<file path="src/rtl/vz_image_loader.sv">
// vz_image_loader: parses a .VZ snapshot from the HPS download port, streams the
// payload into system RAM through a small FIFO, then patches BASIC pointers or requests exec.
module vz_image_loader #(
  parameter logic [7:0] INDEX      = 8'd1,
  parameter int         FIFO_DEPTH = 4
) (
  input  logic        CLK42MHZ,
  input  logic        RESET,
  input  logic        dn_download,
  input  logic        dn_wr,
  input  logic [15:0] dn_addr,
  input  logic [7:0]  dn_data,
  input  logic [7:0]  dn_index,
  output logic [15:0] mem_addr,
  output logic [7:0]  mem_wdata,
  output logic        mem_we,
  input  logic        mem_ack,
  output logic        busy,
  output logic        done,
  output logic        err,
  output logic [1:0]  err_code,
  output logic [7:0]  file_type,
  output logic [15:0] exec_addr,
  output logic        exec_req
);
  localparam int          PW   = $clog2(FIFO_DEPTH);
  localparam logic [PW:0] FULL = FIFO_DEPTH[PW:0];

  typedef enum logic [2:0] {S_IDLE, S_LOAD, S_DRAIN, S_FIX, S_DONE, S_ERR} state_t;
  state_t state;

  logic [15:0]   fifo_a [FIFO_DEPTH];
  logic [7:0]    fifo_d [FIFO_DEPTH];
  logic [PW-1:0] wptr, rptr;
  logic [PW:0]   cnt;
  logic [15:0]   start, data_len, end_addr;
  logic [4:0]    rx_cnt;
  logic [1:0]    fix_idx;
  logic          dl_q, inflight;
  logic          dl_rise, dl_fall, wr_ok, fifo_full, fifo_empty, push, pop;
  logic [7:0]    magic;

  assign dl_rise    = dn_download & ~dl_q;
  assign dl_fall    = ~dn_download & dl_q;
  assign wr_ok      = dn_wr && (dn_index == INDEX);
  assign fifo_full  = (cnt == FULL);
  assign fifo_empty = (cnt == '0);
  assign end_addr   = start + data_len;
  assign push       = (state == S_LOAD) && wr_ok && (dn_addr >= 16'd24) && !fifo_full;
  assign pop        = mem_we && mem_ack && (state != S_FIX);

  always_comb begin
    case (dn_addr[1:0])
      2'd0:    magic = 8'h56;
      2'd1:    magic = 8'h5A;
      2'd2:    magic = 8'h46;
      default: magic = 8'h30;
    endcase
  end

  // Write port: FIFO head while draining, fixup table in S_FIX, zero otherwise.
  always_comb begin
    mem_addr  = 16'h0000;
    mem_wdata = 8'h00;
    mem_we    = 1'b0;
    case (state)
      S_LOAD, S_DRAIN: if (!fifo_empty) begin
        mem_we = 1'b1; mem_addr = fifo_a[rptr]; mem_wdata = fifo_d[rptr];
      end
      S_ERR: if (inflight) begin
        mem_we = 1'b1; mem_addr = fifo_a[rptr]; mem_wdata = fifo_d[rptr];
      end
      S_FIX: begin
        mem_we = 1'b1;
        case (fix_idx)
          2'd0:    begin mem_addr = 16'h78A4; mem_wdata = start[7:0];     end
          2'd1:    begin mem_addr = 16'h78A5; mem_wdata = start[15:8];    end
          2'd2:    begin mem_addr = 16'h78F9; mem_wdata = end_addr[7:0];  end
          default: begin mem_addr = 16'h78FA; mem_wdata = end_addr[15:8]; end
        endcase
      end
      default: ;
    endcase
  end

  always_ff @(posedge CLK42MHZ) begin
    if (push) begin
      fifo_a[wptr] <= start + (dn_addr - 16'd24);
      fifo_d[wptr] <= dn_data;
    end
  end

  always_ff @(posedge CLK42MHZ or negedge RESET) begin
    if (!RESET) begin
      state     <= S_IDLE;
      dl_q      <= 1'b0;
      wptr      <= '0;
      rptr      <= '0;
      cnt       <= '0;
      start     <= '0;
      data_len  <= '0;
      rx_cnt    <= '0;
      fix_idx   <= '0;
      inflight  <= 1'b0;
      busy      <= 1'b0;
      done      <= 1'b0;
      err       <= 1'b0;
      err_code  <= 2'd0;
      file_type <= 8'h00;
      exec_addr <= 16'h0000;
      exec_req  <= 1'b0;
    end else begin
      dl_q     <= dn_download;
      done     <= 1'b0;
      exec_req <= 1'b0;
      if (push) wptr <= wptr + 1'b1;
      if (pop)  rptr <= rptr + 1'b1;
      cnt <= cnt + {{PW{1'b0}}, push} - {{PW{1'b0}}, pop};
      // Remember whether a write was left unacknowledged when entering ERROR.
      if (state != S_ERR) inflight <= mem_we && !mem_ack;
      else if (mem_ack)   inflight <= 1'b0;
      case (state)
        S_IDLE: if (dl_rise && dn_index == INDEX) begin
          state    <= S_LOAD;
          busy     <= 1'b1;
          err      <= 1'b0;
          err_code <= 2'd0;
          data_len <= '0;
          rx_cnt   <= '0;
          fix_idx  <= '0;
          wptr     <= '0;
          rptr     <= '0;
          cnt      <= '0;
        end
        S_LOAD: begin
          if (dl_fall) begin
            if (rx_cnt != 5'd24) begin state <= S_ERR; err <= 1'b1; err_code <= 2'd3; end
            else state <= S_DRAIN;
          end
          if (wr_ok) begin
            if (rx_cnt != 5'd24) rx_cnt <= rx_cnt + 1'b1;
            if (dn_addr < 16'd4) begin
              if (dn_data != magic) begin state <= S_ERR; err <= 1'b1; err_code <= 2'd1; end
            end else if (dn_addr == 16'd21) file_type   <= dn_data;
            else if (dn_addr == 16'd22)     start[7:0]  <= dn_data;
            else if (dn_addr == 16'd23)     start[15:8] <= dn_data;
            else if (dn_addr >= 16'd24) begin
              if (fifo_full) begin state <= S_ERR; err <= 1'b1; err_code <= 2'd2; end
              else data_len <= data_len + 1'b1;
            end
          end
        end
        S_DRAIN: if (fifo_empty) begin
          fix_idx <= '0;
          state   <= (file_type == 8'hF0) ? S_FIX : S_DONE;
        end
        S_FIX: if (mem_ack) begin
          fix_idx <= fix_idx + 1'b1;
          if (fix_idx == 2'd3) state <= S_DONE;
        end
        S_DONE: begin
          done  <= 1'b1;
          busy  <= 1'b0;
          state <= S_IDLE;
          if (file_type == 8'hF1) begin exec_req <= 1'b1; exec_addr <= start; end
        end
        S_ERR: begin
          if (!inflight) begin rptr <= wptr; cnt <= '0; end
          if (!dn_download && fifo_empty && !inflight) begin state <= S_IDLE; busy <= 1'b0; end
        end
        default: state <= S_IDLE;
      endcase
    end
  end
endmodule
</file>
<file path="config.mk">
export PLATFORM = sky130hd
export DESIGN_NAME = vz_image_loader
export DESIGN_NICKNAME = d
export VERILOG_FILES = /design/src/rtl/vz_image_loader.sv
export SDC_FILE = /design/constraint.sdc
export NUM_CORES = 1
export LEC_CHECK = 0
export ABC_CLOCK_PERIOD_IN_PS = 3900
export BUFFER_PORTS_ARGS = -buffer_cell sky130_fd_sc_hd__buf_2
export CAP_MARGIN = 15
export CORE_ASPECT_RATIO = 0.5
export CORE_MARGIN = 1.5
export CORE_UTILIZATION = 54
export DETAILED_ROUTE_END_ITERATION = 7
export PLACE_DENSITY = 0.75
export SYNTH_ARGS = -nofsm -noshare
export SYNTH_HDL_FRONTEND = slang
export SYNTH_SLANG_ARGS = --single-unit
</file>
<file path="constraint.sdc">
create_clock -name CLK42MHZ -period 3.9 [get_ports CLK42MHZ]
set_input_delay 0.585 -clock CLK42MHZ [delete_from_list [all_inputs] [get_ports CLK42MHZ]]
set_output_delay 0.585 -clock CLK42MHZ [all_outputs]
set_load 0.01 [all_outputs]
</file>
# ---- Word level (Yosys, flattened, before mapping)
# Memories as Yosys holds them, arrays and structs flattened.
# Index checks and enable logic that the tools add are counted.
dict set report word_totals {
  ff_bits 81
  elab_cells 195
  n_memories 2
  ram_bits 96
  inputBits 37
  output_inout_bits 55
}
# memory depth width read_ports rd_clocked_by_memory_dff write_ports line
set memory_table {}
lappend memory_table {fifo_a 4 16 1 0 1 32} ;# logic [15:0] fifo_a [FIFO_DEPTH];
lappend memory_table {fifo_d 4 8 1 0 1 33} ;# logic [7:0] fifo_d [FIFO_DEPTH];
dict set report classes {
  addsub 10
  bitwise 7
  order_cmp 2
  n_reduce_logical 33
  n_mux 89
  n_eq_ne 34
}
# operator count
set ops {}
lappend ops {{$mux 16} 10}
lappend ops {{$mux 3} 18}
lappend ops {{$eq 16x5->1 const B} 3}
lappend ops {{$pmux 16 s3} 1}
lappend ops {{$pmux 8 s3} 2}
lappend ops {{$pmux 7 s3} 2}
lappend ops {{$mux 2} 19}
lappend ops {{$add 16x16->16} 2}
lappend ops {{$pmux 16 s2} 1}
lappend ops {{$mux 1} 22}
lappend ops {{$ne 2x2->1 const B} 11}
lappend ops {{$add 16x1->16 const B} 1}
lappend ops {{$eq 8x8->1 const B} 2}
lappend ops {{$ge 16x5->1 const B} 1}
lappend ops {{$lt 16x3->1 const B} 1}
lappend ops {{$mux 8} 2}
lappend ops {{$sub 16x5->16 const B} 1}
lappend ops {{$mux 5} 3}
lappend ops {{$pmux 3 s5} 1}
lappend ops {{$reduce_and 4->1} 3}
lappend ops {{$logic_and 1x1->1} 10}
lappend ops {{$pmux 5 s2} 1}
lappend ops {{$reduce_and 5->1} 2}
lappend ops {{$eq 3x3->1 const B} 3}
lappend ops {{31 further kinds} 53}

# ---- Longest topological paths before layout
# Gate-level depths: netlist of the first run.
dict set report depth {
  depth_word 11
  mapped_depth 14
  depth_no_buf 13
}

# ---- Worst setup path before layout of the first run
# Ideal clock, no wire load.
dict set report synth_timing {
  path_kind {input port to flip-flop}
  startpoint {in dn_index[5]}
  endpoint {reg cnt[2]}
  stages 14
  arrival_ps 3031
  path_buffers 1
  setup_time_ps 119
  required_ps 3781
  setup_slack_ps 750
  path_cell_list {nor4_2 and4_1 buf_4 a31oi_4 nor3_2 inv_1 ha_1 inv_1 ha_1 inv_1 fa_1 xor2_1 xnor2_1 nor2_1}
}
dict set report synth_between {
  elab_chain_cells 9
  word_cells_on_any_way 11
  cone_classes {2 x add/sub; 1 x eq/ne; 3 x mux; 5 x reduce/logical}
}
# element line
set synth_lines {}
lappend synth_lines {{start: declaration} 13} ;# input logic [7:0] dn_index,
lappend synth_lines {{$eq 8x1->1 *} {45, 123}}
lappend synth_lines {{$logic_and 1x1->1} 45} ;# assign wr_ok = dn_wr && (dn_index == INDEX);
lappend synth_lines {{$logic_and 1x1->1 (3 in series)} 49} ;# assign push = (state == S_LOAD) && wr_ok && (dn_addr >= 16'd24) && !fifo_full;
lappend synth_lines {{$add 3x1->3} 118} ;# cnt <= cnt + {{PW{1'b0}}, push} - {{PW{1'b0}}, pop};
lappend synth_lines {{$sub 3x1->3} 118}
lappend synth_lines {{$mux 3 (on tied branches)} {168, 123}}
lappend synth_lines {{$pmux 3 s2 *} 122} ;# case (state)
lappend synth_lines {{end signal: assignment} 118}
lappend synth_lines {{end: declaration} 35} ;# logic [PW:0] cnt;
# Mark *: on every way between the ends. The rest lies on a longest branch, timed or not.
# A chain may end at the register's enable or synchronous reset.

# ---- Worst setup path after layout of the first run
dict set report layout_timing {
  startpoint {reg data_len[0]}
  endpoint {out mem_wdata[0]}
}
dict set report layout_between {
  elab_chain_cells 3
}
# element line
set layout_lines {}
lappend layout_lines {{start: declaration} 36} ;# logic [15:0] start, data_len, end_addr;
lappend layout_lines {{start signal: assignment} 149} ;# else data_len <= data_len + 1'b1;
lappend layout_lines {{$add 16x16->16} 48} ;# assign end_addr = start + data_len;
lappend layout_lines {{$pmux 8 s3} 75} ;# case (fix_idx)
lappend layout_lines {{$pmux 8 s3} 66} ;# case (state)
lappend layout_lines {{end: declaration} 15} ;# output logic [7:0] mem_wdata,
# No other way between the ends.

==> reports/summary.json, run 1 <==
{
  "sta": {
    "setup_tns_ns": 0,
    "drv_slew": 0,
    "fin_worst_hold_slack_ns": 0.3097,
    "skew_ns": 0.01765,
    "transition_time_at_the_pin_with_the_least_slew_margin_ns": 1.069,
    "grt_setup_unrepaired": "no",
    "clock_period_minus_worst_slack_ns": 3.687,
    "timing.final.setup_violations": 0,
    "timing.slew.headroom": 0.2870,
    "max_freq_ghz": 0.2712,
    "finalHoldViolations": 0,
    "timing.final.crit_share": 0.9455
  },
  "synth": {
    "synthesis.instances": 808,
    "ys_top_cells_by_count": "96 x edfxtp_1, 83 x inv_1, 81 x dfrtp_1, 57 x ha_1, 44 x nor2_1",
    "yosys.area_share.xor_xnor": 0.03805,
    "compound_gate_portion_of_the_synthesized_area": 0.1039,
    "synth.area.top_cells": "edfxtp_1 30%, dfrtp_1 21%, ha_1 7.4%, mux4_2 5.6%, mux2_2 4.7%",
    "synth-seq-area-share": 0.5079,
    "synthesis.area_mm2": 0.009667,
    "synth_cell_type_count": 79,
    "synth_simple_gate_area_frac": 0.1208,
    "synthAdderAreaFrac": 0.08103,
    "synth_nets": 905,
    "syn-mean-instance-area_um2": 11.96,
    "synth_flop_type": "edfxtp_1",
    "post-synth-top-area-fraction": 0.2982,
    "synth_warnings": 0,
    "synth.largest_area_cell": "edfxtp_1",
    "ys_async_sr_fraction": 0.4576,
    "synth.mux.area_fraction": 0.1057,
    "main_combinational_cell_family_by_area_after_synthesis": "simple AND/OR/NAND/NOR gates",
    "synth_edf_count": 96,
    "synth.ff_latch_count": 177,
    "synth.most_common_cell": "edfxtp_1"
  },
  "grt": {
    "grt_busiest_layer": "met1",
    "globalRouteOverflowTotal": 0,
    "grt_antenna_before_repair": 1,
    "grt_first_pass_wirelength_um": 37920,
    "global_route.usage.met1": 0.4067,
    "met2_usage": 0.3868,
    "fraction_of_met3_tracks_used_by_global_routing": 0.05381,
    "maximum_number_of_pins_on_one_net_before_global_route_repair": 82,
    "first_global_vias": 6882,
    "track_usage": 0.2699
  },
  "clock_network": {
    "cts.clk_slew.worst_paths_ns": 0.08,
    "clock_tree_buffer_depth": 2,
    "tritoncts_clock_tree": "yes",
    "cts-htree-levels": 4,
    "clk_latency_ns": 0.44,
    "cts_root_buffer": "clkbuf_16",
    "clock_sink_count": 177,
    "postCtsSetupBuffers": 0,
    "numCtsBuffers": 17,
    "holdBufCountCts": 0
  },
  "floorplan": {
    "die_h_um": 97.61,
    "core_area_mm2": 0.01744,
    "die-area_mm2": 0.01876,
    "io_pins": 92,
    "initial_core_util": 0.5542,
    "fp-row-count": 34,
    "die_w_um": 192.2
  },
  "placed_design": {
    "dpl.cell_count": 1126,
    "numPortBuffers": 91,
    "post_dp_cell_area_mm2": 0.01045,
    "half_perimeter_wire_length_after_detailed_placement_um": 17270,
    "gpl.final_weighted_congestion": 0.9690
  },
  "critical_path": {
    "cp_data_arrival_time_ns": 3.10,
    "r2r-start": "state[1]",
    "endpoint_of_the_worst_slack_reg_to_reg_timing_path": "cnt[2]",
    "cp.required_ns": 3.31,
    "worstRegToRegCells": 14,
    "crit_path_start_kind": "flop",
    "r2r_slack_ns": 0.84,
    "timing.setup.critical_path_class": "reg2out",
    "peak_fanout_along_the_critical_path": 6,
    "setup.worst_path.end_class": "output port"
  },
  "detailed_routing": {
    "remaining_drc_errors": 0,
    "routed-via-count": 7084,
    "drtIter0Drc": 770,
    "routed_wirelength_um": 24010,
    "detail_route.vias_per_cell": 6.112,
    "post_drt_wl_per_cell_um": 20.71,
    "detail_route.first_pass.iterations": 7,
    "drtAntennaViolNets": 0
  },
  "hold_path": {
    "hold-path-cell-count": 1,
    "critical_hold_path_startpoint": "dn_download",
    "hold_class": "in2reg",
    "hold-path-endpoint": "dl_q"
  },
  "power": {
    "leakagePower_nw": 4.847,
    "cellPowerDensity_mw_per_mm2": 435.9,
    "worst_ir_drop_vdd_mv": 0.3199
  },
  "job": {
    "maxCapViolCount": 0
  },
  "layout": {
    "final_cells": 1159,
    "drive_above_1_share": 0.2424,
    "final_cell_area_mm2": 0.01108,
    "layout-area-overhead-vs-synth_pct": 14.60,
    "num-nets-final": 1008
  },
  "status": {
    "status": "complete, no violations"
  }
}
-- through the flow --
step                      power (W)  setup WS, ns    util
final                      0.004829        0.2127  0.6352
after global routing       0.005026       0.08366  0.6352
after CTS                  0.004845        0.1379  0.6344
after detailed placement   0.003087        0.5710  0.5989
after global placement     0.003055        0.6576  0.5989
after floorplan            0.002800        0.7504       -
-- worst max path at each step --
stage	startpoint	to	slack (ns)
floorplan	dn_index[5]	cnt[2]	0.75
global route	data_len[0]	mem_wdata[0]	0.08
global placement	data_len[0]	mem_wdata[0]	0.66
finish	data_len[0]	mem_wdata[0]	0.21
CTS	data_len[0]	mem_wdata[0]	0.14
detailed placement	dn_index[1]	cnt[2]	0.57
-- logic make-up (layout without fill, tap and decap cells) --
| family | Yosys count | after routing |
|---|---|---|
| AOI/OAI and AO/OA | 149 | 149 |
| xor gates and xnor gates | 42 | 42 |
| adders and majority gates | 61 | 61 |
| buffers and inverters | 107 | 223 |
| DFF | 177 | 177 |
| muxes | 67 | 67 |
| other | 0 | 1 |
| and+or+nand+nor | 205 | 205 |
-- repair_timing --
item,4_1_cts,5_1_grt
endpoints found under the hold margin,0,0
gates resized for setup,0,2
endpoints found under the setup margin,0,3
-- worst max-delay path, stage by stage, from the launching register on --
cell and delay [ns]:
dfrtp_1 0.55, ha_1 0.28, inv_1 0.07, fa_1 0.39
nor2b_1 0.17, o31a_1 0.26, o21ai_0 0.17, xnor2_1 0.16
a21oi_2 0.30, o22ai_1 0.13, buf_2 0.18
-- state kept, by name, summed over array words and instances, names as in the netlist, 2 cells and up --
signal     count
rptr           2
data_len      16
file_type      8
fifo_a        64
start         16
state          3
err_code       2
fifo_d        32
exec_addr     16
rx_cnt         5
wptr           2
fix_idx        2
cnt            3
-- power breakdown --
group | switching (W) | internal (W) | leakage, nW | total (W)
registers | 0.000107 | 0.00204 | 1.96 | 0.00215
clock network | 0.000873 | 0.000887 | 0.298 | 0.00176
logic | 0.000497 | 0.000426 | 2.59 | 0.000924
total | 0.00148 | 0.00335 | 4.85 | 0.00483
-- placed cells by master, fill, tap and decap left out, types with 4 or more instances in the layout --
cell type | Yosys | routed
a211oi_1 | 7 | 7
a21o_1 | 8 | 8
a21oi_1 | 29 | 28
a221oi_1 | 4 | 4
a31oi_1 | 4 | 4
and2_1 | 7 | 7
and3_1 | 6 | 6
and4_1 | 4 | 4
buf_2 | 5 | 90
buf_4 | 1 | 18
clkbuf_16 | 0 | 17
clkinv_8 | 0 | 4
dfrtp_1 | 81 | 81
edfxtp_1 | 96 | 96
ha_1 | 57 | 57
inv_1 | 83 | 83
inv_8 | 0 | 5
mux2_2 | 40 | 40
mux4_2 | 24 | 24
nand2_1 | 41 | 41
nand2b_1 | 7 | 7
nand3_1 | 16 | 16
nand4_1 | 7 | 7
nor2_1 | 44 | 44
nor2b_1 | 12 | 12
nor3_1 | 14 | 14
nor3b_1 | 5 | 5
nor4_1 | 10 | 9
nor4b_1 | 4 | 4
o211ai_1 | 8 | 8
o21a_1 | 6 | 6
o21ai_0 | 41 | 41
o22ai_1 | 4 | 4
o31ai_1 | 6 | 6
or3_1 | 4 | 4
xnor2_1 | 33 | 33
xor2_1 | 9 | 9
-- cell type report --
cell class                 count  area [um2]
inverter                      83       311.5
clock inverter                15       195.2
clock buffer                  17       425.4
antenna                        1       2.502
fill                        1341        6364
multi-input combinational    524        4355
tap                          234       292.8
timing repair buffer         108       585.6
sequential                   177        4910
-- metal layers --
metal,share of wire,wire length (um)
met1,0.45,10790
met2,0.42,10190
met3,0.096,2295
met4,0.031,738
met5,0,0
Power figures use the tool's default switching activity.
==> run 2, diff against run 1 <==
Settings changed: ABC_CLOCK_PERIOD_IN_PS 3900 to 4000.
Clock period 3.9 ns to 4 ns, I/O delays scaled along.
==> run 2 against run 1 <==
Sequential share of layout area down 0.055 points. Critical path depth fell by 2. Critical path type unchanged. Wire length down 0.57%. Register-to-register slack got worse by 0.14 ns. Design area up 0.12%. Count of clock-buffer cells in the layout is the same. Combinational power fell by 5.8%. Sequential power is 2% lower. Clock power barely moved. First-iteration DRC count decreased by 1.8%. Core utilization up 0.079 points. Worst hold slack better by 0.024 ns. Critical endpoint is now mem_wdata[7].
==> reports/summary.json, run 2 (synthesis gave the netlist of run 1 again) <==
{
  "power": {
    "cellPowerDensity_mw_per_mm2": 427.6,
    "leakagePower_nw": 4.854,
    "worst_ir_drop_vdd_mv": 0.3256,
    "post-layout-total-power_w": 0.004742
  },
  "layout": {
    "layout_common_cells": "96 x edfxtp_1, 90 x buf_2, 83 x inv_1",
    "insertedDiodeCount": 0,
    "final_cells": 1157,
    "layout-area-overhead-vs-synth_pct": 14.74,
    "multi_input_comb_area_mm2": 0.004349,
    "final_cell_area_mm2": 0.01109,
    "layout.filler_cells": 1354,
    "largest_reg_flops": 64,
    "max_flop_register": "fifo_a",
    "reg.largest.list": "fifo_a: 64 flops, fifo_d: 32 flops",
    "drive_above_1_share": 0.2394,
    "layout.area.seq_mm2": 0.004910,
    "num-nets-final": 1007,
    "layout_commonest_cell": "edfxtp_1"
  },
  "sta": {
    "setup_tns_ns": 0,
    "drv_slew": 0,
    "finalHoldViolations": 0,
    "timing.final.setup_violations": 0,
    "timing.slew.headroom": 0.4148,
    "skew_ns": 0.01325,
    "transition_time_at_the_pin_with_the_least_slew_margin_ns": 0.8778,
    "clock_period_minus_worst_slack_ns": 3.802,
    "grt_setup_unrepaired": "no",
    "max_freq_ghz": 0.2630,
    "timing.final.crit_share": 0.9506
  },
  "detailed_routing": {
    "remaining_drc_errors": 0,
    "drtAntennaViolNets": 0,
    "drtIter0Drc": 756,
    "detail_route.vias_per_cell": 5.977,
    "routed_wirelength_um": 23870,
    "detail_route.first_pass.iterations": 8,
    "post_drt_wl_per_cell_um": 20.63,
    "routed-via-count": 6915
  },
  "floorplan": {
    "die_w_um": 192.2,
    "die_h_um": 97.61,
    "core_area_mm2": 0.01744,
    "io_pins": 92,
    "fp-row-count": 34,
    "initial_core_util": 0.5542,
    "die-area_mm2": 0.01876
  },
  "critical_path": {
    "cell_by_cell_listing_of_the_critical_path": "ha_1 -> a211oi_1 -> nor3_1 -> nor4_1 -> o31ai_1 -> mux2i_1 -> a311o_1 -> buf_2",
    "peak_fanout_along_the_critical_path": 6,
    "max_stage_delay_ns": 0.53,
    "crit_start": "start[1]",
    "timing.setup.critical_path_class": "reg2out",
    "setup.worst_path.end_class": "output port",
    "endpoint_of_the_worst_slack_reg_to_reg_timing_path": "cnt[2]",
    "cp.required_ns": 3.40,
    "timing.critical_path.max_delay_family": "compound AO/OA/AOI/OAI gates",
    "cp_data_arrival_time_ns": 3.20,
    "worstRegToRegCells": 14,
    "timing.critical_path.depth": 8,
    "setup.worst_path.end": "mem_wdata[7]",
    "crit_path_start_kind": "flop",
    "worst-path-buf-inv": 1,
    "r2r-start": "state[1]",
    "r2r_slack_ns": 0.70,
    "critical_path.slowest_cell": "nor4_1"
  },
  "grt": {
    "maximum_number_of_pins_on_one_net_before_global_route_repair": 82,
    "first_global_vias": 6738,
    "grt_first_pass_wirelength_um": 37530,
    "track_usage": 0.2668,
    "grt_antenna_before_repair": 0,
    "globalRouteOverflowTotal": 0
  },
  "clock_network": {
    "cts-htree-levels": 4,
    "numCtsBuffers": 17,
    "cts_root_buffer": "clkbuf_16",
    "clock_tree_buffer_depth": 2,
    "clock_sink_count": 177,
    "cts.clk_slew.worst_paths_ns": 0.07,
    "tritoncts_clock_tree": "yes",
    "clk_latency_ns": 0.44
  },
  "hold_path": {
    "hold_class": "in2reg"
  },
  "placed_design": {
    "gpl.final_weighted_congestion": 0.9698,
    "numPortBuffers": 91,
    "dpl.cell_count": 1123,
    "half_perimeter_wire_length_after_detailed_placement_um": 17190,
    "post_dp_cell_area_mm2": 0.01042
  },
  "job": {
    "maxCapViolCount": 0
  },
  "status": {
    "status": "complete, no violations"
  }
}
-- run 2: per-stage QoR --
| step | hold slack [ns] | util | setup WS [ns] |
|---|---|---|---|
| final | 0.3337 | 0.6359 | 0.1976 |
| after global routing | 0.3217 | 0.6359 | 0.03602 |
| after CTS | 0.3199 | 0.6336 | 0.1964 |
| after detailed placement | 0.4731 | 0.5976 | 0.6291 |
| after global placement | 0.4744 | 0.5976 | 0.7581 |
| after floorplan | 0.3044 | - | 0.8354 |
-- run 2: report_power, final --
part | leakage, nW | switching [W] | internal, W
combinational | 2.59 | 0.000460 | 0.000411
sequential | 1.96 | 0.000113 | 0.00199
clock | 0.306 | 0.000808 | 0.000964
total | 4.85 | 0.00138 | 0.00336
-- run 2: layer usage --
| metal | GRT usage | routed length, um | vias up |
|---|---|---|---|
| li1 | - | - | 3194 |
| met1 | 0.4014 | 11080 | 3421 |
| met2 | 0.3926 | 10450 | 257 |
| met3 | 0.05598 | 1820 | 43 |
| met4 | 0.07036 | 518 | 0 |
| met5 | 0 | 0 | - |
-- run 2: what timing repair did --
item                       4_1_cts  5_1_grt
hold endpoints to repair         0       10
hold buffers                     0        1
resized for setup                0        1
setup buffers                    0        0
setup endpoints to repair        0        1
-- run 2: area by class of cell --
type | instances | area share
clock inverter | 15 | 0.01827
timing repair buffer | 107 | 0.05415
tap | 234 | 0.02640
clock buffer | 17 | 0.03835
multi-input combinational | 524 | 0.3921
inverter | 83 | 0.02809
sequential | 177 | 0.4426
-- run 2: worst min-delay path by stage --
| stage | start | endpoint | depth (start not counted) |
|---|---|---|---|
| 2_1_floorplan | RESET | busy | 0 |
| 3_3_place_gp | err_code[0] | err_code[0] | 1 |
| 3_5_place_dp | err_code[0] | err_code[0] | 1 |
| 4_1_cts | dn_download | dl_q | 1 |
| 5_1_grt | dn_download | dl_q | 1 |
| 6_report | dn_download | dl_q | 1 |
-- run 2: worst register-to-register path, cell delays in order, from the launching register on --
cell and delay [ns]:
dfrtp_1 0.56, nand2b_1 0.34, nor2_1 0.47, a31oi_4 0.17
nor3_2 0.16, buf_4 0.18, inv_1 0.07, ha_1 0.27
inv_1 0.06, ha_1 0.14, inv_1 0.05, fa_1 0.37
xor2_1 0.17, xnor2_1 0.13, nor2_1 0.05
==> run 3, diff against run 2 <==
Settings changed: ABC_AREA from default to 1, PLACE_DENSITY 0.75 to 0.74.
==> run 3 against run 2 <==
Wire length increased by 14%. Clock power decreased by 5%. Final cell count increased by 38%.
==> reports/summary.json, run 3 <==
{
  "status": {
    "status": "complete, no violations"
  },
  "detailed_routing": {
    "drt-met1-wl_um": 12200,
    "highest_metal_layer_used_by_the_detailed_router": "met4",
    "drtAntennaViolNets": 0,
    "routed_wirelength_um": 27120,
    "routed-via-count": 8646,
    "dr_wl_met3_um": 1830,
    "detail_route.first_pass.iterations": 5,
    "detail_route.vias_per_cell": 5.417,
    "met2WireLength_um": 12510,
    "remaining_drc_errors": 0,
    "drtIter0Drc": 531,
    "post_drt_wl_per_cell_um": 16.99
  },
  "layout": {
    "layout_common_cells": "310 x nand2_1, 169 x inv_1, 107 x nor2_1",
    "finish.utilization": 0.6270,
    "drive_above_1_share": 0.1451,
    "layout-area-overhead-vs-synth_pct": 12.42,
    "reg.largest.list": "fifo_a: 64 flops, fifo_d: 32 flops",
    "layout_commonest_cell": "nand2_1",
    "layout.filler_cells": 1590,
    "max_flop_register": "fifo_a",
    "num-nets-final": 1421,
    "largest_reg_flops": 64,
    "insertedDiodeCount": 0
  },
  "synth": {
    "post-synth-top-area-fraction": 0.2777,
    "synth_flop_type": "edfxtp_1",
    "synth.area.top_cells": "edfxtp_1 28%, dfrtp_1 20%, nand2_1 11%, ha_1 6.9%, inv_1 6.1%",
    "synth.most_common_cell": "nand2_1",
    "synth_cell_type_count": 52,
    "synth.largest_area_cell": "edfxtp_1",
    "syn-mean-instance-area_um2": 8.391,
    "synth-seq-area-share": 0.4730,
    "synth.ff_latch_count": 177,
    "synth_warnings": 0,
    "synth_nets": 1334,
    "ys_async_sr_fraction": 0.4576,
    "ys_top_cells_by_count": "310 x nand2_1, 169 x inv_1, 111 x nor2_1, 96 x edfxtp_1, 88 x o21ai_0",
    "synth_edf_count": 96,
    "synthesis.area_mm2": 0.01038,
    "synthesis.instances": 1237
  },
  "grt": {
    "globalRouteOverflowTotal": 0,
    "grt_antenna_before_repair": 0,
    "track_usage": 0.2863,
    "grt_first_pass_wirelength_um": 43490,
    "first_global_vias": 8433,
    "maximum_number_of_pins_on_one_net_before_global_route_repair": 82
  },
  "power": {
    "cellPowerDensity_mw_per_mm2": 480.6,
    "leakagePower_nw": 5.497,
    "power.share.combinational": 0.324,
    "power.clock.fraction": 0.302,
    "internal_power_w": 0.003478,
    "seq_power_share": 0.374,
    "worst_ir_drop_vdd_mv": 0.3202,
    "swShare": 0.3799,
    "power_switching_w": 0.002131
  },
  "clock_network": {
    "cts.clk_slew.worst_paths_ns": 0.07,
    "numCtsBuffers": 17,
    "postCtsResizedCells": 0,
    "clock_tree_buffer_depth": 2,
    "holdBufCountCts": 0,
    "cts_root_buffer": "clkbuf_16",
    "postCtsSetupBuffers": 0,
    "tritoncts_clock_tree": "yes",
    "clk_latency_ns": 0.45,
    "cts-htree-levels": 4,
    "clock_sink_count": 177
  },
  "floorplan": {
    "initial_core_util": 0.5577,
    "die_h_um": 101.0,
    "core_area_mm2": 0.01861,
    "die-area_mm2": 0.02011,
    "io_pins": 92,
    "fp-row-count": 35,
    "die_w_um": 199.1
  },
  "placed_design": {
    "numPortBuffers": 91,
    "half_perimeter_wire_length_after_detailed_placement_um": 20040,
    "gpl.final_weighted_congestion": 0.9346
  },
  "sta": {
    "timing.final.crit_share": 0.8134,
    "finalHoldViolations": 0,
    "timing.slew.headroom": 0.2798,
    "skew_ns": 0.01342,
    "drv_slew": 0,
    "timing.final.setup_violations": 0,
    "setup_tns_ns": 0,
    "grt_setup_unrepaired": "no",
    "transition_time_at_the_pin_with_the_least_slew_margin_ns": 1.080,
    "max_freq_ghz": 0.3073,
    "clock_period_minus_worst_slack_ns": 3.254
  },
  "critical_path": {
    "timing.setup.critical_path_class": "reg2out",
    "cp_data_arrival_time_ns": 2.65,
    "peak_fanout_along_the_critical_path": 26,
    "crit_path_start_kind": "flop",
    "cp.required_ns": 3.40,
    "setup.worst_path.end_class": "output port"
  },
  "job": {
    "maxCapViolCount": 0
  },
  "hold_path": {
    "hold_class": "in2reg"
  }
}
## run 3: power by group through the flow
stage	combinational (W)	clock, W	sequential [W]
5_1_grt	0.00203	0.00178	0.00211
6_report	0.00182	0.00169	0.00210
2_1_floorplan	0.00127	0	0.00213
3_3_place_gp	0.00174	0	0.00213
4_1_cts	0.00181	0.00170	0.00210
3_5_place_dp	0.00180	0	0.00213
## run 3: worst paths after layout
path / cells after the start / to / start / slack, ns
min in group asynchronous: 1 / data_len[6] / RESET / 0.35
max in group asynchronous: 1 / start[8] / RESET / 2.96
min: 1 / dl_q / dn_download / 0.31
min reg2reg: 2 / exec_addr[4] / exec_addr[4] / 0.49
max reg2reg: 14 / cnt[2] / state[1] / 1.03
max: 7 / mem_addr[2] / rptr[1] / 0.75
## run 3: logic make-up after synthesis
group | synth area share
and+or+nand+nor | 0.2308
AOI/OAI and AO/OA | 0.1164
buffers and inverters | 0.07992
DFF | 0.4730
adders and majority gates | 0.07449
xor gates and xnor gates | 0.02531
## run 3: routing by layer
metal  global-route usage  vias up
met5                    0        -
met4               0.1043        0
met3              0.05453       47
met2               0.4605      258
met1               0.3890     4107
li1                     -     4234
## run 3: area by class of cell
type,instances,area [um2],area share
Clock buffer,18,429.2,0.03678
Clock inverter,14,165.2,0.01415
Inverter,177,671.9,0.05758
Multi-Input combinational cell,852,4651,0.3986
Sequential cell,177,4910,0.4208
Tap cell,259,324.1,0.02777
Timing Repair Buffer,99,518.0,0.04439
## run 3: critical path, stage by stage (launching register included)
cell and delay [ns]:
dfrtp_1 0.36, buf_4 0.23, inv_1 0.65, o21ai_0 0.23
o22ai_1 0.20, nand2_1 0.13, o21ai_0 0.20, buf_2 0.20
## run 3: metrics by stage
step	instances	instance area, um2	worst slack (ns)	hold WS [ns]	total power (W)
after floorplan	1237	10380	1.259	0.3044	0.003393
after global placement	1564	11070	1.071	0.4599	0.003875
after detailed placement	1564	11070	0.8790	0.4668	0.003932
after CTS	1596	11670	0.7565	0.3058	0.005612
after global routing	1596	11670	0.6512	0.3100	0.005913
final	1596	11670	0.7464	0.3117	0.005608
